--- src/rtl/fetch_seq.sv ---
// Byte-serial instruction fetch sequencer: reads 1-4 opcode-sized bytes from an 8-bit
// program memory, packs them MSB-first and strobes the instruction register once per fetch.
module fetch_seq #(
  parameter int                ADDR_W   = 16,
  parameter logic [ADDR_W-1:0] RESET_PC = '0
) (
  input  logic              clk,
  input  logic              rst,
  input  logic              fetch_req,
  input  logic              pc_load,
  input  logic [ADDR_W-1:0] pc_in,
  input  logic              mem_ack,
  input  logic [7:0]        mem_rdata,
  output logic              mem_req,
  output logic [ADDR_W-1:0] mem_addr,
  output logic [31:0]       ir_raw,
  output logic [1:0]        ir_len,
  output logic              ir_we,
  output logic              busy,
  output logic              fetch_done
);

  typedef enum logic [1:0] {IDLE, BYTE, WRITE} state_t;

  state_t            state_q, state_d;
  logic [ADDR_W-1:0] pc_q, pc_d;
  logic [1:0]        idx_q, idx_d;
  logic [1:0]        len_q, len_d;
  logic [31:0]       asm_q, asm_d;
  logic [31:0]       ir_raw_q, ir_raw_d;
  logic [1:0]        ir_len_q, ir_len_d;
  logic [1:0]        cur_len;

  // The opcode byte's length field is needed in the same cycle it arrives.
  assign cur_len = (idx_q == 2'd0) ? mem_rdata[7:6] : len_q;

  always_comb begin
    state_d  = state_q;
    pc_d     = pc_q;
    idx_d    = idx_q;
    len_d    = len_q;
    asm_d    = asm_q;
    ir_raw_d = ir_raw_q;
    ir_len_d = ir_len_q;
    if (pc_load) begin
      state_d = IDLE;
      pc_d    = pc_in;
    end else begin
      case (state_q)
        IDLE: begin
          if (fetch_req) begin
            state_d = BYTE;
            idx_d   = 2'd0;
            asm_d   = 32'h0;
          end
        end
        BYTE: begin
          if (mem_ack) begin
            case (idx_q)
              2'd0:    asm_d[31:24] = mem_rdata;
              2'd1:    asm_d[23:16] = mem_rdata;
              2'd2:    asm_d[15:8]  = mem_rdata;
              default: asm_d[7:0]   = mem_rdata;
            endcase
            pc_d = pc_q + {{(ADDR_W-1){1'b0}}, 1'b1};
            if (idx_q == 2'd0) len_d = mem_rdata[7:6];
            // Load the IR image on entry to WRITE so it is stable for the whole strobe.
            if (idx_q == cur_len) begin
              state_d  = WRITE;
              ir_raw_d = asm_d;
              ir_len_d = cur_len;
            end else begin
              idx_d = idx_q + 2'd1;
            end
          end
        end
        WRITE:   state_d = IDLE;
        default: state_d = IDLE;
      endcase
    end
  end

  always_ff @(posedge clk or posedge rst) begin
    if (rst) begin
      state_q  <= IDLE;
      pc_q     <= RESET_PC;
      idx_q    <= 2'd0;
      len_q    <= 2'd0;
      asm_q    <= 32'h0;
      ir_raw_q <= 32'h0;
      ir_len_q <= 2'd0;
    end else begin
      state_q  <= state_d;
      pc_q     <= pc_d;
      idx_q    <= idx_d;
      len_q    <= len_d;
      asm_q    <= asm_d;
      ir_raw_q <= ir_raw_d;
      ir_len_q <= ir_len_d;
    end
  end

  assign mem_req    = (state_q == BYTE);
  assign mem_addr   = pc_q;
  assign ir_raw     = ir_raw_q;
  assign ir_len     = ir_len_q;
  assign ir_we      = (state_q == WRITE);
  assign fetch_done = (state_q == WRITE);
  assign busy       = (state_q != IDLE);

endmodule

--- config.mk ---
export PLATFORM = sky130hd
export DESIGN_NAME = fetch_seq
export DESIGN_NICKNAME = d
export VERILOG_FILES = /design/src/rtl/fetch_seq.sv
export SDC_FILE = /design/constraint.sdc
export NUM_CORES = 1
export LEC_CHECK = 0
export ABC_CLOCK_PERIOD_IN_PS = 2200
export BUFFER_PORTS_ARGS = -buffer_cell sky130_fd_sc_hd__buf_2
export CORE_MARGIN = 4
export CORE_UTILIZATION = 50
export CTS_CLUSTER_DIAMETER = 60
export DETAILED_ROUTE_END_ITERATION = 10
export GPL_TIMING_DRIVEN = 0
export HOLD_SLACK_MARGIN = 0.15
export PLACE_DENSITY = 0.76
export SETUP_SLACK_MARGIN = 0.4
export SYNTH_ARGS = -nofsm -noshare
export SYNTH_HDL_FRONTEND = slang
export SYNTH_SLANG_ARGS = --single-unit
--- constraint.sdc ---
create_clock -name clk -period 2.2 [get_ports clk]
set_clock_uncertainty 0.1 [all_clocks]
set_input_delay 0 -clock clk [delete_from_list [all_inputs] [get_ports clk]]
set_output_delay 0 -clock clk [all_outputs]
set_load 0.01 [all_outputs]
# Word level (Yosys, flattened, before mapping)
# Cells that the tools add are included.
# totals
register_bits	88
latchBits	0
mem_bits_rw	0
mem_bits_ro	0
inputBits	29
word_cells	54
n_memories	0
# op_classes
addsub	2
mul	0
div_mod_pow	0
order_cmp	0
eq_ne	11
shift	0
mux	20
n_bitwise	1
n_reduce_logical	13
# ops
operator	n
two-way mux 32 bit	2
one-hot mux 32 bit (2 select lines)	1
two-way mux 16 bit	3
two-way mux 8 bit	4
adder 16 x 1 -> 16 bit (second input constant)	1
two-way mux 2 bit	8
one-hot mux 2 bit (2 select lines)	2
AND reduction 4 bit	2
nonzero test 2 bit	4
!= test 2 bit (second input constant)	3
!= test 3 bit (second input constant)	2
AND reduction 3 bit	2
AND reduction 5 bit	1
equality test 2 x 1 -> 1 bit (second input constant)	2
equality test 2 bit (second input constant)	2
logical NOT 2 bit	2
!= test 3 x 2 -> 1 bit (second input constant)	1
OR reduction 3 bit	1
adder 2 x 1 -> 2 bit (second input constant)	1
equality test 2 bit	1
AND reduction 2 bit	1
inverter 1 bit	1

# Longest topological paths before layout
# depth
depth_word	7
depth_mapped	7
ltp_nobuf	6

# Least setup slack after synthesis
# No wires, ideal clock.
# synth_path
path_type	register to register
startpoint	reg idx_q[0]
endpoint	reg ir_raw_q[10] (netlist: ir_raw[10])
setup_time_ps	125
t_arrival_ps	2138
setup_slack_ps	-164
stages_incl_launch_ff	8
n_path_buf	1
period_less_slack_ps	2364
cell_sequence	dfrtp_1 inv_1 ha_1 mux2i_1 xnor2_1 nor4_4 buf_6 mux2_4
# synth_between
elab_chain_cells	4
elab_cells_between_ends	6
# synth_lines
element	line	source
start, declared	27	logic [1:0] idx_q, idx_d;
start signal, assigned	95	idx_q <= idx_d;
logical NOT 2 bit	35	assign cur_len = (idx_q == 2'd0) ? mem_rdata[7:6] : len_q;
two-way mux 2 bit	-	
equality test 2 bit	68	if (idx_q == cur_len) begin
AND reduction 4 bit (no source line)	-	
end signal, assigned	98	ir_raw_q <= ir_raw_d;
end, declared	30	logic [31:0] ir_raw_q, ir_raw_d;
# Several ways; a longest one is shown, not always the timed one.
# A chain may end at the register's enable or synchronous reset.

# Worst setup path after layout
# layout_path
startpoint	reg idx_q[0]
endpoint	reg ir_raw_q[6] (netlist: ir_raw[6])
# layout_between
elab_chain_cells	4
elab_cells_between_ends	8
# layout_lines
element	line
logical NOT 2 bit	35, 59
two-way mux 2 bit	-
equality test 2 bit	68
AND reduction 4 bit (no source line)	-
# Several ways; a longest one is shown, not always the timed one.

==> run_results.csv <==
group,metric,value,unit
setup_path,required,2.34,ns
timing,finalHoldWorstSlack,0.3039,ns
job,maxCapViolCount,0,
floorplan,io_pins,83,
clocking,numCtsBuffers,9,
setup_path,cp_max_fo,10,
placed_design,gp_congestion,0.8245,
setup_path,regToRegSetupSlack,0.03,ns
logic_synthesis,yosysMostFrequentCell,"dfrtp_1",
timing,finalCriticalPeriod,2.172,ns
floorplan,dieWidth,99.78,µm
drt,first_iter_violations,128,
setup_path,end_kind,"flip-flop",
global_route,use_met2,34.68,%
global_route,use_met3,2.849,%
run_status,status,"complete, no violations",
cells_and_area,nets,505,
logic_synthesis,yosysTopAreaCell,"dfrtp_1",
global_route,grt_usage,22.19,%
global_route,top_usage_layer,"met2",
timing,setup_viol,0,
timing,hold_violations,0,
global_route,met1_usage,31.21,%
clocking,clk_path_buf_depth,2,
timing,rsz0062_at_grt,"true",
floorplan,die_h,99.78,µm
timing,finalCritPeriodShare,98.74,%
cells_and_area,area_growth,36.78,%
logic_synthesis,ys_async_sr_fraction,100.0,%
timing,tightest_slew,0.4520,ns
logic_synthesis,yosysWarningCount,0,
drt,dr.pass1.iters,4,
drt,drtAntennaViolNets,0,
hold_path,hp-class,"input port to flip-flop",
timing,maxSlewHeadroom,69.87,%
timing,worst_slack,0.02779,ns
setup_path,critPathLaunchType,"flip-flop",
cells_and_area,fillerInstances,547,
floorplan,core_region_area,0.008217,mm²
global_route,antenna_found_initial,0,
pwr,p_leak,2.824,nW
placed_design,place.detailed.hpwl,6766,µm
global_route,grt.overflow.total,0,
floorplan,start_util,51.26,%
timing,max_freq,0.4604,GHz
floorplan,rows,33,
timing,finalMaxSlewViolations,0,
placed_design,port_buffers,80,
logic_synthesis,syn_avg_cell_area,13.04,µm²
pwr,peakVddDrop,0.0006144,V
floorplan,die-area,0.009955,mm²
drt,wire_per_inst,19.40,µm
logic_synthesis,ys_seq_area_share,52.29,%
logic_synthesis,syn_nets,357,
setup_path,critPathArrivalTime,2.31,ns
global_route,first_global_vias,3316,
logic_synthesis,synth_cell_types,44,
drt,wirelength,11290,µm
cells_and_area,multi_input_area,0.002037,mm²
setup_path,path_class,"flip-flop to flip-flop",
clocking,cts.sinks,88,
logic_synthesis,ys_seq_elements,88,
drt,vias_per_cell,5.639,
drt,drc_errors,0,
pwr,p_per_area,1017,mW/mm²
cells_and_area,ff_latch_area,0.002206,mm²
placed_design,place_ws,-0.4412,ns
logic_synthesis,synth_ff_type,"dfrtp_1",
logic_synthesis,synth_area_leaders,"dfrtp_1 52%, mux2_2 10%, mux2_4 9.6%, a22o_1 5.8%, o21ai_0 1.7%",
logic_synthesis,synthCells,323,
clocking,insertion_delay,0.35,ns
global_route,grt_pass1_wl,17310,µm
clocking,clkTransAtPathRegs,0.09,ns
logic_synthesis,synth_top_area_share,52.29,%
clocking,ctsRootBufferMaster,"clkbuf_8",
clocking,htree_levels,3,
drt,vias,3282,
logic_synthesis,netlist_area,0.004212,mm²
clocking,cts_tree,"yes",
logic_synthesis,synth_edf_count,0,
cells_and_area,layout-drive-gt1-share,49.16,%
logic_synthesis,synth_commonest_cells,"88 x dfrtp_1, 39 x mux2_2, 28 x a22o_1",
global_route,grt_max_degree,38,
-- power by group --
group / switching, mW / leakage [nW] / internal [mW]
logic: 1.05 / 1.56 / 1.34
registers: 0.260 / 1.16 / 1.99
clock network: 0.640 / 0.105 / 0.575
total: 1.95 / 2.82 / 3.91
-- cell families after synthesis --
| family | count (synthesis) | synth area share (%) |
|---|---|---|
| AO/OA/AOI/OAI | 61 | 10.96 |
| XOR/XNOR | 12 | 2.496 |
| adder cells (fa/ha/maj) | 5 | 1.485 |
| buffers and inverters | 26 | 3.327 |
| flip-flops | 88 | 52.29 |
| multiplexers | 72 | 21.48 |
| AND/OR/NAND/NOR | 59 | 7.962 |
-- sequential cells by signal, summed over array words and instances (netlist names) --
signal    cells
idx_q         2
ir_raw       32
state_q       2
asm_q        32
len_q         2
mem_addr     16
ir_len        2
-- stage by stage --
stage / total power, mW / utilization, % / cell area, µm² / setup TNS, ns / cells
6_report: 5.859 / 70.11 / 5761 / 0 / 582
5_1_grt: 6.151 / 70.08 / 5758 / -0.5496 / 581
4_1_cts: 5.583 / 67.20 / 5522 / 0 / 566
3_5_place_dp: 4.128 / 58.66 / 4820 / -13.49 / 510
3_3_place_gp: 4.038 / 58.17 / 4780 / -12.48 / 508
2_1_floorplan: 3.545 / - / 4248 / -3.617 / 323
-- repair_timing --
item	4_1_cts	5_1_grt
endpoints found under the hold margin	176	0
resized for setup	29	40
gates cloned	0	1
setup buffers	9	14
hold buffers	31	0
pin swaps	5	2
setup endpoints to repair	76	76
-- placed cells by master, fill, tap and decap left out, drive strengths merged, types with 6 or more instances in the layout --
cell type | netlist | layout
a22o | 32 | 32
and2 | 6 | 6
buf | 10 | 117
clkbuf | 8 | 17
dfrtp | 88 | 88
dlygate4sd3 | 0 | 31
inv | 8 | 10
mux2 | 66 | 66
mux2i | 6 | 6
nand2 | 17 | 17
nand3 | 6 | 6
o21ai | 18 | 18
xnor2 | 6 | 6
xor2 | 6 | 6
-- per-layer routing --
layer	vias to the layer above	wire, µm
met1	1689	4948
met5	-	0
met2	86	5740
met4	0	242
li1	1487	-
met3	20	357
-- area by class of cell --
| cell class | instances | area share, % |
|---|---|---|
| plain buffers | 18 | 2.976 |
| inverters | 8 | 0.6299 |
| diodes | 1 | 0.04344 |
| well taps | 105 | 2.281 |
| clock buffers | 10 | 2.389 |
| repair buffers | 137 | 16.72 |
| clock inverters | 6 | 1.303 |
| flip-flops and latches | 88 | 38.29 |
| multi-input cells | 209 | 35.36 |
-- worst paths after layout --
kind / from / end / cells after the start
max in group asynchronous: rst / idx_q[0] / 5
max: idx_q[0] / ir_raw[6] / 8
min: pc_in[10] / mem_addr[10] / 3
min reg2reg: asm_q[17] / asm_q[17] / 1
min in group asynchronous: rst / ir_raw[8] / 4
max reg2reg: idx_q[0] / ir_raw[6] / 8
-- worst max-delay path, cell delays in order (launching register included) --
cell and delay (ns):
dfrtp_2 0.44, inv_4 0.07, ha_4 0.18, mux2i_4 0.27, xnor2_2 0.16, nor4_4 0.20, buf_6 0.19, buf_12 0.15
mux2_4 0.30
Note: power is estimated with default switching activity, not from simulation.
